===== config.mk =====
export PLATFORM = sky130hd
export DESIGN_NAME = hetero_inval_tracker_flat
export DESIGN_NICKNAME = d
export VERILOG_FILES = /design/src/rtl/hetero_coh_pkg.sv /design/src/rtl/hetero_inval_tracker_if.sv /design/src/rtl/hetero_ack_timer.sv /design/src/rtl/hetero_inval_tracker.sv /design/src/flat_wrapper.sv
export SDC_FILE = /design/constraint.sdc
export NUM_CORES = 1
export LEC_CHECK = 0
export BUFFER_PORTS_ARGS = -buffer_cell sky130_fd_sc_hd__buf_4
export CORE_MARGIN = 1.5
export CORE_UTILIZATION = 50
export DETAILED_ROUTE_END_ITERATION = 16
export PLACE_DENSITY = 0.87
export SYNTH_ARGS = -nofsm -noshare
export SYNTH_HDL_FRONTEND = slang
export SYNTH_SLANG_ARGS = --single-unit
export TNS_END_PERCENT = 5

===== constraint.sdc =====
create_clock -name clk -period 2.8 [get_ports clk]
set_input_delay 0.14 -clock clk [delete_from_list [all_inputs] [get_ports clk]]
set_output_delay 0.14 -clock clk [all_outputs]
set_load 0.02 [all_outputs]

===== src/rtl/hetero_coh_pkg.sv =====
// Shared types for the hetero coherence slice:
// tracker FSM states, directory line states, request codes.
package hetero_coh_pkg;

  typedef enum logic [1:0] {
    IDLE  = 2'd0,
    PROBE = 2'd1,
    WAIT  = 2'd2,
    DONE  = 2'd3
  } trk_state_e;

  typedef enum logic [1:0] {
    I = 2'd0,
    S = 2'd1,
    M = 2'd2
  } state_t;

  typedef enum logic [1:0] {
    READ     = 2'd0,
    WRITE    = 2'd1,
    PROBEACK = 2'd2
  } req_type_e;

endpackage


===== src/rtl/hetero_inval_tracker_if.sv =====
// Invalidation tracker bus: request, probe fan-out,
// ack collection and completion handshake.
interface hetero_inval_tracker_if #(
  parameter int unsigned N_CPU       = 4,
  parameter int unsigned N_GPU       = 8,
  parameter int unsigned LINE_ADDR_W = 32
);

  logic                   inv_valid;
  logic                   inv_ready;
  logic [LINE_ADDR_W-1:0] inv_addr;
  logic [N_CPU-1:0]       inv_cpu_mask;
  logic [N_GPU-1:0]       inv_gpu_mask;

  logic [N_CPU-1:0]       cpu_probe;
  logic [N_GPU-1:0]       gpu_probe;
  logic [LINE_ADDR_W-1:0] probe_addr;
  logic [N_CPU-1:0]       cpu_ack;
  logic [N_GPU-1:0]       gpu_ack;

  logic                   done_valid;
  logic [LINE_ADDR_W-1:0] done_addr;
  logic                   done_timeout;
  logic                   done_ready;
  logic                   stray_ack;

  modport master (
    output inv_valid, inv_addr,
    output inv_cpu_mask, inv_gpu_mask,
    output cpu_ack, gpu_ack, done_ready,
    input  inv_ready, cpu_probe, gpu_probe,
    input  probe_addr, done_valid,
    input  done_addr, done_timeout, stray_ack
  );

  modport slave (
    input  inv_valid, inv_addr,
    input  inv_cpu_mask, inv_gpu_mask,
    input  cpu_ack, gpu_ack, done_ready,
    output inv_ready, cpu_probe, gpu_probe,
    output probe_addr, done_valid,
    output done_addr, done_timeout, stray_ack
  );

endinterface


===== src/rtl/hetero_ack_timer.sv =====
// Wait-cycle timer plus re-probe retry counter;
// both saturate instead of wrapping.
module hetero_ack_timer #(
  parameter int unsigned TIMEOUT   = 1023,
  parameter int unsigned MAX_RETRY = 3
) (
  input  logic clk,
  input  logic rst,
  input  logic clear_i,
  input  logic start_i,
  input  logic tick_i,
  input  logic retry_i,
  output logic expire_o,
  output logic exhausted_o
);

  localparam int unsigned TW = $clog2(TIMEOUT + 1);
  localparam int unsigned RW =
    (MAX_RETRY > 0) ? $clog2(MAX_RETRY + 1) : 1;

  localparam logic [TW-1:0] T_LAST = TW'(TIMEOUT - 1);
  localparam logic [TW-1:0] T_MAX  = TW'(TIMEOUT);
  localparam logic [RW-1:0] R_MAX  = RW'(MAX_RETRY);

  logic [TW-1:0] timer_q, timer_d;
  logic [RW-1:0] retry_q, retry_d;

  always_comb begin
    timer_d = timer_q;
    retry_d = retry_q;
    if (clear_i) begin
      timer_d = '0;
      retry_d = '0;
    end else begin
      if (start_i)
        timer_d = '0;
      else if (tick_i && timer_q != T_MAX)
        timer_d = timer_q + 1'b1;
      if (retry_i && retry_q != R_MAX)
        retry_d = retry_q + 1'b1;
    end
  end

  always_ff @(posedge clk) begin
    if (rst) begin
      timer_q <= '0;
      retry_q <= '0;
    end else begin
      timer_q <= timer_d;
      retry_q <= retry_d;
    end
  end

  assign expire_o    = (timer_q == T_LAST);
  assign exhausted_o = (retry_q == R_MAX);

endmodule


===== src/rtl/hetero_inval_tracker.sv =====
// Fans out invalidation probes to CPU/GPU clients,
// collects acks, re-probes stragglers, reports done.
module hetero_inval_tracker
  import hetero_coh_pkg::*;
#(
  parameter int unsigned N_CPU       = 4,
  parameter int unsigned N_GPU       = 8,
  parameter int unsigned LINE_ADDR_W = 32,
  parameter int unsigned TIMEOUT     = 1023,
  parameter int unsigned MAX_RETRY   = 3
) (
  input logic                  clk,
  input logic                  rst,
  hetero_inval_tracker_if.slave bus
);

  trk_state_e             state_q;
  logic [LINE_ADDR_W-1:0] addr_q;
  logic [N_CPU-1:0]       pend_cpu_q;
  logic [N_GPU-1:0]       pend_gpu_q;
  logic [N_CPU-1:0]       cpu_probe_q;
  logic [N_GPU-1:0]       gpu_probe_q;
  logic                   done_valid_q;
  logic                   done_to_q;
  logic                   stray_q;

  logic [N_CPU-1:0] cpu_left;
  logic [N_GPU-1:0] gpu_left;
  logic             all_clr;
  logic             busy;
  logic             stray_hit;
  logic             expire;
  logic             exhausted;
  logic             retry_go;

  assign cpu_left = pend_cpu_q & ~bus.cpu_ack;
  assign gpu_left = pend_gpu_q & ~bus.gpu_ack;
  assign all_clr  = ~|{cpu_left, gpu_left};
  assign busy     = (state_q == PROBE) ||
                    (state_q == WAIT);

  // Outside PROBE/WAIT nothing is pending, so any ack is stray.
  always_comb begin
    stray_hit = 1'b0;
    if (busy)
      stray_hit = |(bus.cpu_ack & ~pend_cpu_q) |
                  |(bus.gpu_ack & ~pend_gpu_q);
    else
      stray_hit = |bus.cpu_ack | |bus.gpu_ack;
  end

  assign retry_go = (state_q == WAIT) && !all_clr &&
                    expire && !exhausted;

  hetero_ack_timer #(
    .TIMEOUT  (TIMEOUT),
    .MAX_RETRY(MAX_RETRY)
  ) u_timer (
    .clk        (clk),
    .rst        (rst),
    .clear_i    (state_q == IDLE),
    .start_i    (state_q == PROBE),
    .tick_i     (state_q == WAIT),
    .retry_i    (retry_go),
    .expire_o   (expire),
    .exhausted_o(exhausted)
  );

  always_ff @(posedge clk) begin
    if (rst) begin
      state_q      <= IDLE;
      addr_q       <= '0;
      pend_cpu_q   <= '0;
      pend_gpu_q   <= '0;
      cpu_probe_q  <= '0;
      gpu_probe_q  <= '0;
      done_valid_q <= 1'b0;
      done_to_q    <= 1'b0;
      stray_q      <= 1'b0;
    end else begin
      cpu_probe_q <= '0;
      gpu_probe_q <= '0;
      if (stray_hit)
        stray_q <= 1'b1;
      unique case (state_q)
        IDLE: begin
          if (bus.inv_valid) begin
            addr_q     <= bus.inv_addr;
            pend_cpu_q <= bus.inv_cpu_mask;
            pend_gpu_q <= bus.inv_gpu_mask;
            if (~|{bus.inv_cpu_mask,
                   bus.inv_gpu_mask}) begin
              state_q      <= DONE;
              done_valid_q <= 1'b1;
              done_to_q    <= 1'b0;
            end else begin
              state_q     <= PROBE;
              cpu_probe_q <= bus.inv_cpu_mask;
              gpu_probe_q <= bus.inv_gpu_mask;
            end
          end
        end
        PROBE: begin
          pend_cpu_q <= cpu_left;
          pend_gpu_q <= gpu_left;
          // Same-cycle acks can finish before WAIT.
          if (all_clr) begin
            state_q      <= DONE;
            done_valid_q <= 1'b1;
            done_to_q    <= 1'b0;
          end else begin
            state_q <= WAIT;
          end
        end
        WAIT: begin
          pend_cpu_q <= cpu_left;
          pend_gpu_q <= gpu_left;
          if (all_clr) begin
            state_q      <= DONE;
            done_valid_q <= 1'b1;
            done_to_q    <= 1'b0;
          end else if (expire) begin
            if (!exhausted) begin
              state_q     <= PROBE;
              cpu_probe_q <= cpu_left;
              gpu_probe_q <= gpu_left;
            end else begin
              state_q      <= DONE;
              done_valid_q <= 1'b1;
              done_to_q    <= 1'b1;
            end
          end
        end
        DONE: begin
          if (bus.done_ready) begin
            state_q      <= IDLE;
            done_valid_q <= 1'b0;
            done_to_q    <= 1'b0;
          end
        end
        default: state_q <= IDLE;
      endcase
    end
  end

  assign bus.inv_ready    = (state_q == IDLE);
  assign bus.cpu_probe    = cpu_probe_q;
  assign bus.gpu_probe    = gpu_probe_q;
  assign bus.probe_addr   =
    |{cpu_probe_q, gpu_probe_q} ? addr_q : '0;
  assign bus.done_valid   = done_valid_q;
  assign bus.done_addr    = done_valid_q ? addr_q : '0;
  assign bus.done_timeout = done_to_q;
  assign bus.stray_ack    = stray_q;

endmodule

===== src/flat_wrapper.sv =====
// flat-port wrapper written by rule: the top's interface ports become plain ports
module hetero_inval_tracker_flat import hetero_coh_pkg::*;
#(
  parameter int unsigned N_CPU       = 4,
  parameter int unsigned N_GPU       = 8,
  parameter int unsigned LINE_ADDR_W = 32,
  parameter int unsigned TIMEOUT     = 1023,
  parameter int unsigned MAX_RETRY   = 3
)
  (clk, rst, bus_inv_valid, bus_inv_addr, bus_inv_cpu_mask, bus_inv_gpu_mask, bus_cpu_ack, bus_gpu_ack, bus_done_ready, bus_inv_ready, bus_cpu_probe, bus_gpu_probe, bus_probe_addr, bus_done_valid, bus_done_addr, bus_done_timeout, bus_stray_ack);
  hetero_inval_tracker_if #(.N_CPU(N_CPU), .N_GPU(N_GPU), .LINE_ADDR_W(LINE_ADDR_W)) bus_i ();
  input logic clk;
  input logic rst;
  input wire logic [$bits(bus_i.inv_valid)-1:0] bus_inv_valid;
  input wire logic [$bits(bus_i.inv_addr)-1:0] bus_inv_addr;
  input wire logic [$bits(bus_i.inv_cpu_mask)-1:0] bus_inv_cpu_mask;
  input wire logic [$bits(bus_i.inv_gpu_mask)-1:0] bus_inv_gpu_mask;
  input wire logic [$bits(bus_i.cpu_ack)-1:0] bus_cpu_ack;
  input wire logic [$bits(bus_i.gpu_ack)-1:0] bus_gpu_ack;
  input wire logic [$bits(bus_i.done_ready)-1:0] bus_done_ready;
  output wire logic [$bits(bus_i.inv_ready)-1:0] bus_inv_ready;
  output wire logic [$bits(bus_i.cpu_probe)-1:0] bus_cpu_probe;
  output wire logic [$bits(bus_i.gpu_probe)-1:0] bus_gpu_probe;
  output wire logic [$bits(bus_i.probe_addr)-1:0] bus_probe_addr;
  output wire logic [$bits(bus_i.done_valid)-1:0] bus_done_valid;
  output wire logic [$bits(bus_i.done_addr)-1:0] bus_done_addr;
  output wire logic [$bits(bus_i.done_timeout)-1:0] bus_done_timeout;
  output wire logic [$bits(bus_i.stray_ack)-1:0] bus_stray_ack;
  assign bus_i.inv_valid = bus_inv_valid;
  assign bus_i.inv_addr = bus_inv_addr;
  assign bus_i.inv_cpu_mask = bus_inv_cpu_mask;
  assign bus_i.inv_gpu_mask = bus_inv_gpu_mask;
  assign bus_i.cpu_ack = bus_cpu_ack;
  assign bus_i.gpu_ack = bus_gpu_ack;
  assign bus_i.done_ready = bus_done_ready;
  assign bus_inv_ready = bus_i.inv_ready;
  assign bus_cpu_probe = bus_i.cpu_probe;
  assign bus_gpu_probe = bus_i.gpu_probe;
  assign bus_probe_addr = bus_i.probe_addr;
  assign bus_done_valid = bus_i.done_valid;
  assign bus_done_addr = bus_i.done_addr;
  assign bus_done_timeout = bus_i.done_timeout;
  assign bus_stray_ack = bus_i.stray_ack;
  hetero_inval_tracker #(.N_CPU(N_CPU), .N_GPU(N_GPU), .LINE_ADDR_W(LINE_ADDR_W), .TIMEOUT(TIMEOUT), .MAX_RETRY(MAX_RETRY)) u_core (.clk(clk), .rst(rst), .bus(bus_i));
endmodule

==> flow_metrics.env <==
export IMPL_syn_area_mm2=0.00379
export IMPL_critical_path_max_fanout=32
export IMPL_setup_viol_count_final=0
export IMPL_drtPass1Iterations=5
export IMPL_setup_slack_ns=0.397
export IMPL_yosysTopAreaCell="dfxtp_1"
export IMPL_p_leak_nw=2.24
export IMPL_finalNonFillerCells=730
export IMPL_end_kind="output port"
export IMPL_synth_edff_count=0
export IMPL_rows=31
export IMPL_hold_viol=0
export IMPL_synth_cells=500
export IMPL_clock_latency_ns=0.34
export IMPL_power_density_mw_per_mm2=792
export IMPL_initial_core_util=0.520
export IMPL_synth_ff_type="dfxtp_1"
export IMPL_gp_congestion=0.933
export IMPL_pre_cts_ws_ns=0.668
export IMPL_slew_headroom=0.418
export IMPL_grt_pass1_wl_um=17700
export IMPL_worst_r2r_setup_slack_ns=0.78
export IMPL_die_h_um=90.1
export IMPL_drv_slew=0
export IMPL_cts_clk_slew_worst_paths_ns=0.08
export IMPL_dp_cells=715
export IMPL_hold_path_class="in -> reg"
export IMPL_antenna_diode_count=0
export IMPL_rr_endpoint="u_core.pend_gpu_q[0]"
export IMPL_synthToLayoutAreaGrowth_pct=35.1
export IMPL_post_cts_resized=0
export IMPL_period_share=0.858
export IMPL_worstMarginPinSlew_ns=0.872
export IMPL_avgRoutedWirePerCell_um=14.5
export IMPL_status="completed"
export IMPL_p_seq_frac=0.336
export IMPL_layout_nets=694
export IMPL_cts_max_path_buffers=2
export IMPL_path_cells="nor4_1, nand3_1, and2_1, buf_4"
export IMPL_core_mm2=0.00729
export IMPL_intPower_w=0.00248
export IMPL_cp_start_kind="flip-flop"
export IMPL_p_comb_frac=0.419
export IMPL_grt_overflow=0
export IMPL_endpoint="bus_probe_addr[29]"
export IMPL_die_w_um=90.1
export IMPL_postSynthAreaPerCell_um2=7.59
export IMPL_critPathKind="reg -> out"
export IMPL_swShare=0.388
export IMPL_yosysSeqAreaShare=0.385
export IMPL_clkPwrFrac=0.245
export IMPL_grt_max_degree=53
export IMPL_critPathLaunch="u_core.bus.gpu_probe[1]"
export IMPL_drt_initial_drc_count=207
export IMPL_rsz0062_at_grt="false"
export IMPL_r2r_cells=5
export IMPL_synth_top_area_frac=0.385
export IMPL_yosysWarnings=0
export IMPL_power_switching_w=0.00158
export IMPL_cts_max_level=3
export IMPL_hold_buffers=0
export IMPL_postRouteAntennaNets=0
export IMPL_antenna_found_initial=0
export IMPL_cts_setup_buffers=0
export IMPL_synth_nets=567
export IMPL_worst_ir_drop_vdd_uv=450
export IMPL_clock_fmax_ghz=0.416
export IMPL_async_flop_share=0
export IMPL_viasPerCell=5.38
export IMPL_worstPathRequired_ns=2.66
export IMPL_io_buffers=139
export IMPL_grt_usage=0.267
export IMPL_cpMaxStageDelayCell="nand3_1"
export IMPL_finalClockSkew_ns=0.0116
export IMPL_period_needed_ns=2.40
export IMPL_cts_root_buf="clkbuf_8"
export IMPL_drive_above_1_share=0.268
export IMPL_vias=3928
export IMPL_synthTopCellsByArea="dfxtp_1 (39%), and2_1 (11%), nand2_1 (10%)"
export IMPL_cts_tree="done"
export IMPL_routed_wl_um=10600
export IMPL_slowest_delay_ns=0.66
export IMPL_dp_hpwl_um=7770
export IMPL_synth_cell_types=49
export IMPL_ios=140
export IMPL_setup_tns_ns=0
export IMPL_arrival_ns=2.26
export IMPL_die_area_mm2=0.00812
export IMPL_worstReg2RegStart="u_core.state_q[0]"
export IMPL_maxCapViolCount=0
export IMPL_grt_pass1_vias=3769
export IMPL_drc_errors=0
export IMPL_cts_buffers=9
export IMPL_cts_sinks=73
export IMPL_synth_seq_cells=73
-- how the worst min path moves through the flow --
stage,startpoint,endpoint,slack [ns],cells past startpoint
3_3_place_gp,bus_inv_gpu_mask[4],u_core.bus.gpu_probe[4],0.36,3
4_1_cts,bus_inv_gpu_mask[4],u_core.bus.gpu_probe[4],0.005,3
6_report,bus_inv_gpu_mask[4],u_core.bus.gpu_probe[4],0.02,3
2_1_floorplan,bus_inv_cpu_mask[0],u_core.bus.cpu_probe[0],0.25,2
5_1_grt,bus_inv_gpu_mask[4],u_core.bus.gpu_probe[4],0.03,3
3_5_place_dp,bus_inv_gpu_mask[4],u_core.bus.gpu_probe[4],0.36,3
-- logic make-up (layout without fill, tap and decap cells) --
logic type,count (synthesis),in the layout,share of synthesized area
buf+inv,49,180,0.0508
xor+xnor,8,8,0.0185
flops,73,73,0.385
mux,2,2,0.00528
simple gates,252,252,0.343
fa+ha+maj,7,7,0.0231
compound gates,109,109,0.174
-- cells in the mapped netlist, types with 3 or more instances --
master       n
dfxtp_1     73
nor2b_1     14
nand4_1      8
inv_1       22
a21oi_1     47
ha_1         7
nor4_1       7
a22oi_1      3
nand3_1      6
nor2_1      13
clkbuf_1    23
o2111ai_1    3
nand2_1    105
and2_1      66
o21ai_1      4
o21ai_0     34
nand2b_1    13
nor3_1       6
xor2_1       7
or3_1        3
-- power groups by stage --
stage	sequential, W	combinational (W)	clock, W
final	0.00136	0.00170	0.000996
after global placement	0.00137	0.00163	0
after CTS	0.00136	0.00169	0.00100
after global routing	0.00139	0.00187	0.00106
after floorplan	0.00135	0.00116	0
after detailed placement	0.00138	0.00168	0
-- metrics by stage --
step | power [W] | cell area (um^2) | util | hold WS [ns]
3_3_place_gp | 0.00301 | 4880 | 0.670 | 0.363
6_report | 0.00406 | 5120 | 0.703 | 0.0153
4_1_cts | 0.00406 | 5120 | 0.703 | 0.00547
3_5_place_dp | 0.00306 | 4880 | 0.670 | 0.363
2_1_floorplan | 0.00250 | 3790 | - | 0.249
5_1_grt | 0.00432 | 5120 | 0.703 | 0.0272
-- state kept, by name (all words and copies together) (netlist names) --
name / count
u_core.addr_q: 32
u_core.bus.cpu_probe: 4
u_core.bus.done_timeout: 1
u_core.bus.done_valid: 1
u_core.bus.gpu_probe: 8
u_core.bus.stray_ack: 1
u_core.pend_cpu_q: 4
u_core.pend_gpu_q: 8
u_core.state_q: 2
u_core.u_timer.retry_q: 2
u_core.u_timer.timer_q: 10
-- final cells by class --
type                    count  area (um^2)
fillers                   589         2170
multi-input cells         378         2140
flip-flops and latches     73         1460
repair buffers            143         1070
clock buffers              10          138
well taps                  99          124
clock inverters             5          104
inverters                  22         82.6
-- metal layers --
metal	global-route usage	vias up	part of all wire
li1	-	1929	-
met1	0.313	1769	0.39
met2	0.465	206	0.50
met3	0.0558	24	0.090
met4	0.120	0	0.025
met5	0	-	0
-- worst max-delay path: cells and delay by family (launching register included) --
family                 cells  cell delay (ns)
AND/OR/NAND/NOR            3             1.43
flip-flops                 1             0.32
buffers and inverters      1             0.16
-- cells in the final DEF (no fill, tap or decap), types with 2 or more instances in the layout --
| cell | n |
|---|---|
| nand2b_1 | 13 |
| or4_1 | 2 |
| xor2_1 | 7 |
| a22o_1 | 2 |
| buf_4 | 143 |
| a22oi_1 | 3 |
| dfxtp_1 | 73 |
| ha_1 | 7 |
| o21ai_0 | 34 |
| nor3_1 | 6 |
| o21ai_1 | 4 |
| nand3_1 | 6 |
| nor2_1 | 12 |
| clkbuf_8 | 10 |
| and2_1 | 66 |
| or3_1 | 3 |
| and4_1 | 2 |
| nand2_1 | 105 |
| nand4_1 | 8 |
| mux2i_1 | 2 |
| nor4_1 | 7 |
| a31oi_1 | 2 |
| inv_1 | 22 |
| a21oi_1 | 47 |
| nor2b_1 | 14 |
| bufinv_16 | 3 |
| o2111ai_1 | 3 |
| and3_1 | 2 |
No activity file was read; power rests on OpenSTA's default activity.
